--- src/rtl/seg_capture_encoder.sv ---
// seg_capture_encoder: monitors a multiplexed active-low 7-segment bus and recovers the 5-bit
// character code shown on each of four digits, publishing whole frames with a one-cycle strobe.
// Optional feature macro: SEGCAP_GLITCH_FILTER_EN enables the STABLE_CYCLES stability filter;
// when undefined, a digit is captured on the first sample of each new valid (anode, LED) pair.
module seg_capture_encoder #(
    parameter int unsigned STABLE_CYCLES = 4
) (
    input  logic        clk,
    input  logic        reset,
    input  logic [3:0]  an,
    input  logic [6:0]  LED,
    output logic [19:0] chars,
    output logic [3:0]  err,
    output logic        frame_valid
);

    typedef enum logic [1:0] {StIdle, StTrack, StHeld} state_t;

    state_t      state_q, state_d;
    logic [1:0]  idx_q;
    logic [6:0]  led_q;
    logic [19:0] slot_chars_q, slot_chars_d;
    logic [3:0]  slot_err_q, slot_err_d;
    logic [3:0]  seen_q, seen_next;

    logic        sel_valid;
    logic [1:0]  sel_idx;
    logic        same_pair;
    logic        capture;
    logic [4:0]  enc_code;
    logic        enc_err;

    // Returns {err, code}; aliases already resolve to the lowest code, so one entry each.
    function automatic logic [5:0] encode(input logic [6:0] p);
        logic [5:0] r;
        case (p)
            7'b1000000: r = {1'b0, 5'd0};
            7'b1111001: r = {1'b0, 5'd1};
            7'b0100100: r = {1'b0, 5'd2};
            7'b0110000: r = {1'b0, 5'd3};
            7'b0011001: r = {1'b0, 5'd4};
            7'b0010010: r = {1'b0, 5'd5};
            7'b0000011: r = {1'b0, 5'd6};
            7'b1111000: r = {1'b0, 5'd7};
            7'b0000000: r = {1'b0, 5'd8};
            7'b0011000: r = {1'b0, 5'd9};
            7'b0001000: r = {1'b0, 5'd10};
            7'b1000110: r = {1'b0, 5'd12};
            7'b0000110: r = {1'b0, 5'd14};
            7'b0001110: r = {1'b0, 5'd15};
            7'b0000010: r = {1'b0, 5'd16};
            7'b0001001: r = {1'b0, 5'd17};
            7'b1110000: r = {1'b0, 5'd19};
            7'b1000111: r = {1'b0, 5'd21};
            7'b0001100: r = {1'b0, 5'd25};
            7'b1000001: r = {1'b0, 5'd30};
            default:    r = {1'b1, 5'd0};
        endcase
        return r;
    endfunction

    // Decode the anode bus: a sample counts only when exactly one digit is selected.
    always_comb begin
        sel_valid = 1'b1;
        sel_idx   = 2'd0;
        case (an)
            4'b1110: sel_idx = 2'd0;
            4'b1101: sel_idx = 2'd1;
            4'b1011: sel_idx = 2'd2;
            4'b0111: sel_idx = 2'd3;
            default: sel_valid = 1'b0;
        endcase
    end

    assign same_pair = (state_q != StIdle) && sel_valid && (sel_idx == idx_q) && (LED == led_q);
    assign {enc_err, enc_code} = encode(LED);

`ifdef SEGCAP_GLITCH_FILTER_EN
    localparam logic [7:0] StableCnt = 8'(STABLE_CYCLES);

    logic [7:0] count_q, count_d;

    // Tracking FSM with stability counter; count saturates at StableCnt while held.
    always_comb begin
        state_d = state_q;
        count_d = count_q;
        capture = 1'b0;
        if (!sel_valid) begin
            state_d = StIdle;
            count_d = 8'd0;
        end else if (same_pair) begin
            if (state_q == StTrack) begin
                count_d = count_q + 8'd1;
                if (count_d == StableCnt) begin
                    capture = 1'b1;
                    state_d = StHeld;
                end
            end
        end else begin
            state_d = StTrack;
            count_d = 8'd1;
            if (StableCnt == 8'd1) begin
                capture = 1'b1;
                state_d = StHeld;
            end
        end
    end

    // Stability counter register.
    always_ff @(posedge clk or negedge reset) begin
        if (!reset) begin
            count_q <= 8'd0;
        end else begin
            count_q <= count_d;
        end
    end
`else
    logic unused_cfg;
    assign unused_cfg = ^STABLE_CYCLES;

    // Unfiltered FSM: any new valid pair is captured immediately.
    always_comb begin
        state_d = state_q;
        capture = 1'b0;
        if (!sel_valid) begin
            state_d = StIdle;
        end else if (!same_pair) begin
            capture = 1'b1;
            state_d = StHeld;
        end
    end
`endif

    // Next slot contents and seen mask for a capture on the current edge.
    always_comb begin
        slot_chars_d = slot_chars_q;
        slot_err_d   = slot_err_q;
        seen_next    = seen_q;
        for (int i = 0; i < 4; i++) begin
            if (sel_idx == 2'(i)) begin
                slot_chars_d[5*i +: 5] = enc_code;
                slot_err_d[i]          = enc_err;
                seen_next[i]           = 1'b1;
            end
        end
    end

    // FSM state and previous-sample registers.
    always_ff @(posedge clk or negedge reset) begin
        if (!reset) begin
            state_q <= StIdle;
            idx_q   <= 2'd0;
            led_q   <= 7'd0;
        end else begin
            state_q <= state_d;
            if (sel_valid) begin
                idx_q <= sel_idx;
                led_q <= LED;
            end
        end
    end

    // Slot capture and frame publication; a frame completes when every digit has been seen.
    always_ff @(posedge clk or negedge reset) begin
        if (!reset) begin
            slot_chars_q <= 20'd0;
            slot_err_q   <= 4'd0;
            seen_q       <= 4'd0;
            chars        <= 20'd0;
            err          <= 4'd0;
            frame_valid  <= 1'b0;
        end else begin
            frame_valid <= 1'b0;
            if (capture) begin
                slot_chars_q <= slot_chars_d;
                slot_err_q   <= slot_err_d;
                if (seen_next == 4'hF) begin
                    chars       <= slot_chars_d;
                    err         <= slot_err_d;
                    frame_valid <= 1'b1;
                    seen_q      <= 4'd0;
                end else begin
                    seen_q <= seen_next;
                end
            end
        end
    end

endmodule
--- config.mk ---
export PLATFORM = sky130hd
export DESIGN_NAME = seg_capture_encoder
export DESIGN_NICKNAME = d
export VERILOG_FILES = /design/src/rtl/seg_capture_encoder.sv
export SDC_FILE = /design/constraint.sdc
export NUM_CORES = 1
export LEC_CHECK = 0
export ABC_AREA = 0
export BUFFER_PORTS_ARGS = -buffer_cell sky130_fd_sc_hd__buf_2
export CAP_MARGIN = 20
export CORE_ASPECT_RATIO = 1.4
export CORE_MARGIN = 4
export CORE_UTILIZATION = 45
export CTS_BUF_LIST = sky130_fd_sc_hd__clkbuf_8
export DETAILED_ROUTE_END_ITERATION = 8
export GPL_TIMING_DRIVEN = 0
export HOLD_SLACK_MARGIN = 0.15
export MAX_ROUTING_LAYER = met4
export PLACE_DENSITY = 0.75
export SYNTH_ARGS = -nofsm -noshare
export SYNTH_HDL_FRONTEND = slang
export SYNTH_SLANG_ARGS = --single-unit
--- constraint.sdc ---
create_clock -name clk -period 1.9 [get_ports clk]
set_clock_uncertainty 0.05 [all_clocks]
set_input_delay 0.19 -clock clk [delete_from_list [all_inputs] [get_ports clk]]
set_output_delay 0.19 -clock clk [all_outputs]
set_load 0.01 [all_outputs]
==> flow_summary.json <==
{
  "status": "finished with violations",
  "drt-wirelength-per-cell_um": 16.6,
  "antenna_found_initial": 0,
  "vias": 2527,
  "yosysWarningCount": 0,
  "core_area_mm2": 0.00736,
  "drt-initial-drc-count": 149,
  "synthArstFlopShare_pct": 100,
  "cts_root_buf": "clkbuf_8",
  "drt_wl_total_um": 7540,
  "cts_buffer_depth": 2,
  "layout_min_cycle_time_ps": 2130,
  "drive_above_1_share_pct": 37.7,
  "core.rowCount": 37,
  "rsz0062_at_grt": "true",
  "clkPwrFrac_pct": 28.5,
  "worst_pin_slew_ps": 749,
  "synth_cells": 305,
  "drv_slew": 0,
  "fmax_mhz": 469,
  "fin_util_pct": 55.6,
  "die_width_um": 81.4,
  "synth_flop_cell": "dfrtp_1",
  "grt_usage_pct": 17.6,
  "remaining_drc_errors": 0,
  "port_buffers": 28,
  "cp.arrival_ps": 2320,
  "nNetsFinal": 366,
  "hold_viol": 0,
  "dr.pass1.iters": 4,
  "switching_power_mw": 1.23,
  "yosys.area.top_type": "dfrtp_1",
  "relSlewSlack_pct": 50.0,
  "netlist_top_cells_area": "dfrtp_1 (46%), mux2_2 (8.3%), mux2i_1 (6.2%)",
  "syn_area_mm2": 0.00340,
  "io-pin-count": 38,
  "clk_pin_slew_ps": 70,
  "grt_pass1_vias": 2480,
  "fill_cells": 615,
  "initial_core_util_pct": 46.1,
  "power_leakage_nw": 1.86,
  "grt_pass1_wl_um": 12000,
  "hpwl_um": 5230,
  "antenna_left": 0,
  "critPathMaxFanout": 7,
  "setup_violations": 53,
  "grt-ovfl-total": 0,
  "cts_buffers": 9,
  "via_per_inst": 5.55,
  "area_growth_syn_to_layout_pct": 20.4,
  "ir_worst_vdd_v": 0.000637,
  "clkLatencyLatePin_ps": 350,
  "grt_max_degree": 42,
  "ys_types": 62,
  "cp-end-kind": "register",
  "min_path_type": "input pin to register",
  "h-tree-depth": 3,
  "maxCapViolCount": 0,
  "ys_seq_elements": 63,
  "pwr-share-comb_pct": 26.0,
  "switching_share_pct": 31.1,
  "cts_tree": "done",
  "powerDensity_mw_per_mm2": 969,
  "start_kind": "register",
  "pwr-share-seq_pct": 45.5,
  "post-route-period-util_pct": 112,
  "die_h_um": 111,
  "syn-mean-instance-area_um2": 11.1,
  "cp.required_ps": 2090,
  "die-area_mm2": 0.00902,
  "worstSetupPathType": "register to register",
  "power_mw": 3.96,
  "synth-edff-count": 0,
  "gp_congestion": 0.836,
  "violations": "setup timing",
  "clock_sinks": 63,
  "yosysTopAreaCellShare_pct": 46.4,
  "p_int_mw": 2.73,
  "diodes": 0,
  "synth_fp_nets": 318,
  "ys_seq_area_share_pct": 46.4,
  "setup_slack_ps": -233
}
==> layer usage <==
metal  up-vias  GRT usage, %  wire length (µm)
met4         0          7.89               136
met5         -             -                 0
met2        49          28.2              3980
met3        13          4.23               259
li1       1197             -                 -
met1      1268          20.7              3170
==> critical path, cell delays in order, from the launching register on <==
cell,delay [ps]
dfrtp_1,390
xnor2_1,150
nand4_1,140
or4b_4,580
nor2_4,150
nand3b_4,210
mux2_2,350
==> power by group through the flow <==
stage | clock network [mW] | logic [mW] | registers [mW]
5_1_grt | 1.22 | 1.14 | 1.83
2_1_floorplan | 0 | 0.533 | 1.85
3_3_place_gp | 0 | 0.877 | 1.79
3_5_place_dp | 0 | 0.908 | 1.80
6_report | 1.13 | 1.03 | 1.80
4_1_cts | 1.15 | 0.924 | 1.78
==> registers in the layout (all words and copies together), names as in the netlist <==
| name | count |
|---|---|
| chars | 20 |
| slot_chars_q | 20 |
| led_q | 7 |
| err | 4 |
| seen_q | 4 |
| slot_err_q | 4 |
| idx_q | 2 |
| frame_valid | 1 |
| state_q | 1 |
==> cells by family after synthesis <==
family	share of synthesized area (%)
simple gates	14.7
buf+inv	5.60
compound gates	12.0
flops	46.4
xor+xnor	4.16
mux	17.1
==> Yosys cell counts, types with 2 or more instances <==
| master | number |
|---|---|
| nor3_1 | 4 |
| buf_4 | 6 |
| nor4b_1 | 2 |
| nor2_1 | 10 |
| mux2_2 | 25 |
| inv_1 | 4 |
| o21ai_1 | 3 |
| o21a_1 | 4 |
| buf_2 | 11 |
| a31oi_1 | 4 |
| nand2_1 | 28 |
| nor3b_1 | 2 |
| nor2_2 | 3 |
| nand4_1 | 4 |
| a21oi_1 | 8 |
| or3_1 | 3 |
| mux2i_1 | 21 |
| a2bb2oi_1 | 2 |
| xor2_1 | 2 |
| mux2_4 | 6 |
| clkbuf_1 | 3 |
| nand2b_1 | 2 |
| nor2b_1 | 6 |
| xnor2_1 | 11 |
| o21ai_0 | 23 |
| or4b_1 | 2 |
| nor4bb_1 | 3 |
| buf_6 | 5 |
| a22o_1 | 2 |
| dfrtp_1 | 63 |
| and3_1 | 2 |
==> area by class of cell <==
class                           count  area, µm²  area share, %
Multi-Input combinational cell    211       1730           42.3
Clock inverter                      7       65.1           1.59
Tap cell                           97        121           2.97
Sequential cell                    63       1580           38.5
Timing Repair Buffer               37        251           6.15
Clock buffer                        9        124           3.03
Inverter                            5       21.3          0.520
Buffer                             26        201           4.92
==> through the flow <==
step	cell area [µm²]	instances	hold slack [ps]	TNS, ps	setup WS (ps)
2_1_floorplan	3410	305	-156	-613	-63.9
4_1_cts	3940	450	173	-9200	-224
6_report	4090	455	187	-8640	-233
5_1_grt	4090	455	202	-13360	-317
3_3_place_gp	3670	430	407	-11610	-301
3_5_place_dp	3690	431	169	-12370	-310
==> repair_timing <==
action                     CTS  global route
hold endpoints to repair    22             0
gates resized for setup      8            44
hold buffers                 1             0
buffers inserted             2             3
setup endpoints to repair   53            53
gates cloned                 0             2
pin swaps                    2             8
==> placed cells by master, fill, tap and decap left out, types with 3 or more instances in the layout <==
cell type / count
a21oi_2: 3
nand2_1: 21
nand4_1: 4
o21ai_0: 9
or3_1: 3
o21ai_1: 16
a31oi_1: 4
mux2_2: 24
clkinv_2: 3
buf_6: 10
nor2_4: 3
buf_2: 39
xnor2_1: 10
buf_4: 7
inv_1: 5
nor2_1: 10
mux2i_1: 21
nor2b_1: 5
nor4bb_1: 3
mux2_4: 7
o21a_1: 4
nand2_2: 5
clkbuf_8: 9
nor3_1: 4
dfrtp_1: 63
a21oi_1: 5
==> final timing paths <==
path / startpoint / endpoint / slack [ps] / cells past startpoint
worst max-delay path: led_q[0] / slot_chars_q[2] / -230 / 6
worst min-delay path: an[3] / idx_q[0] / 190 / 4
worst max register to register: led_q[0] / slot_chars_q[2] / -230 / 6
worst min register to register: chars[8] / chars[8] / 430 / 2
max in group asynchronous: reset / chars[18] / 890 / 3
min in group asynchronous: reset / led_q[3] / 310 / 2
No activity file was read; power rests on OpenSTA's default activity.
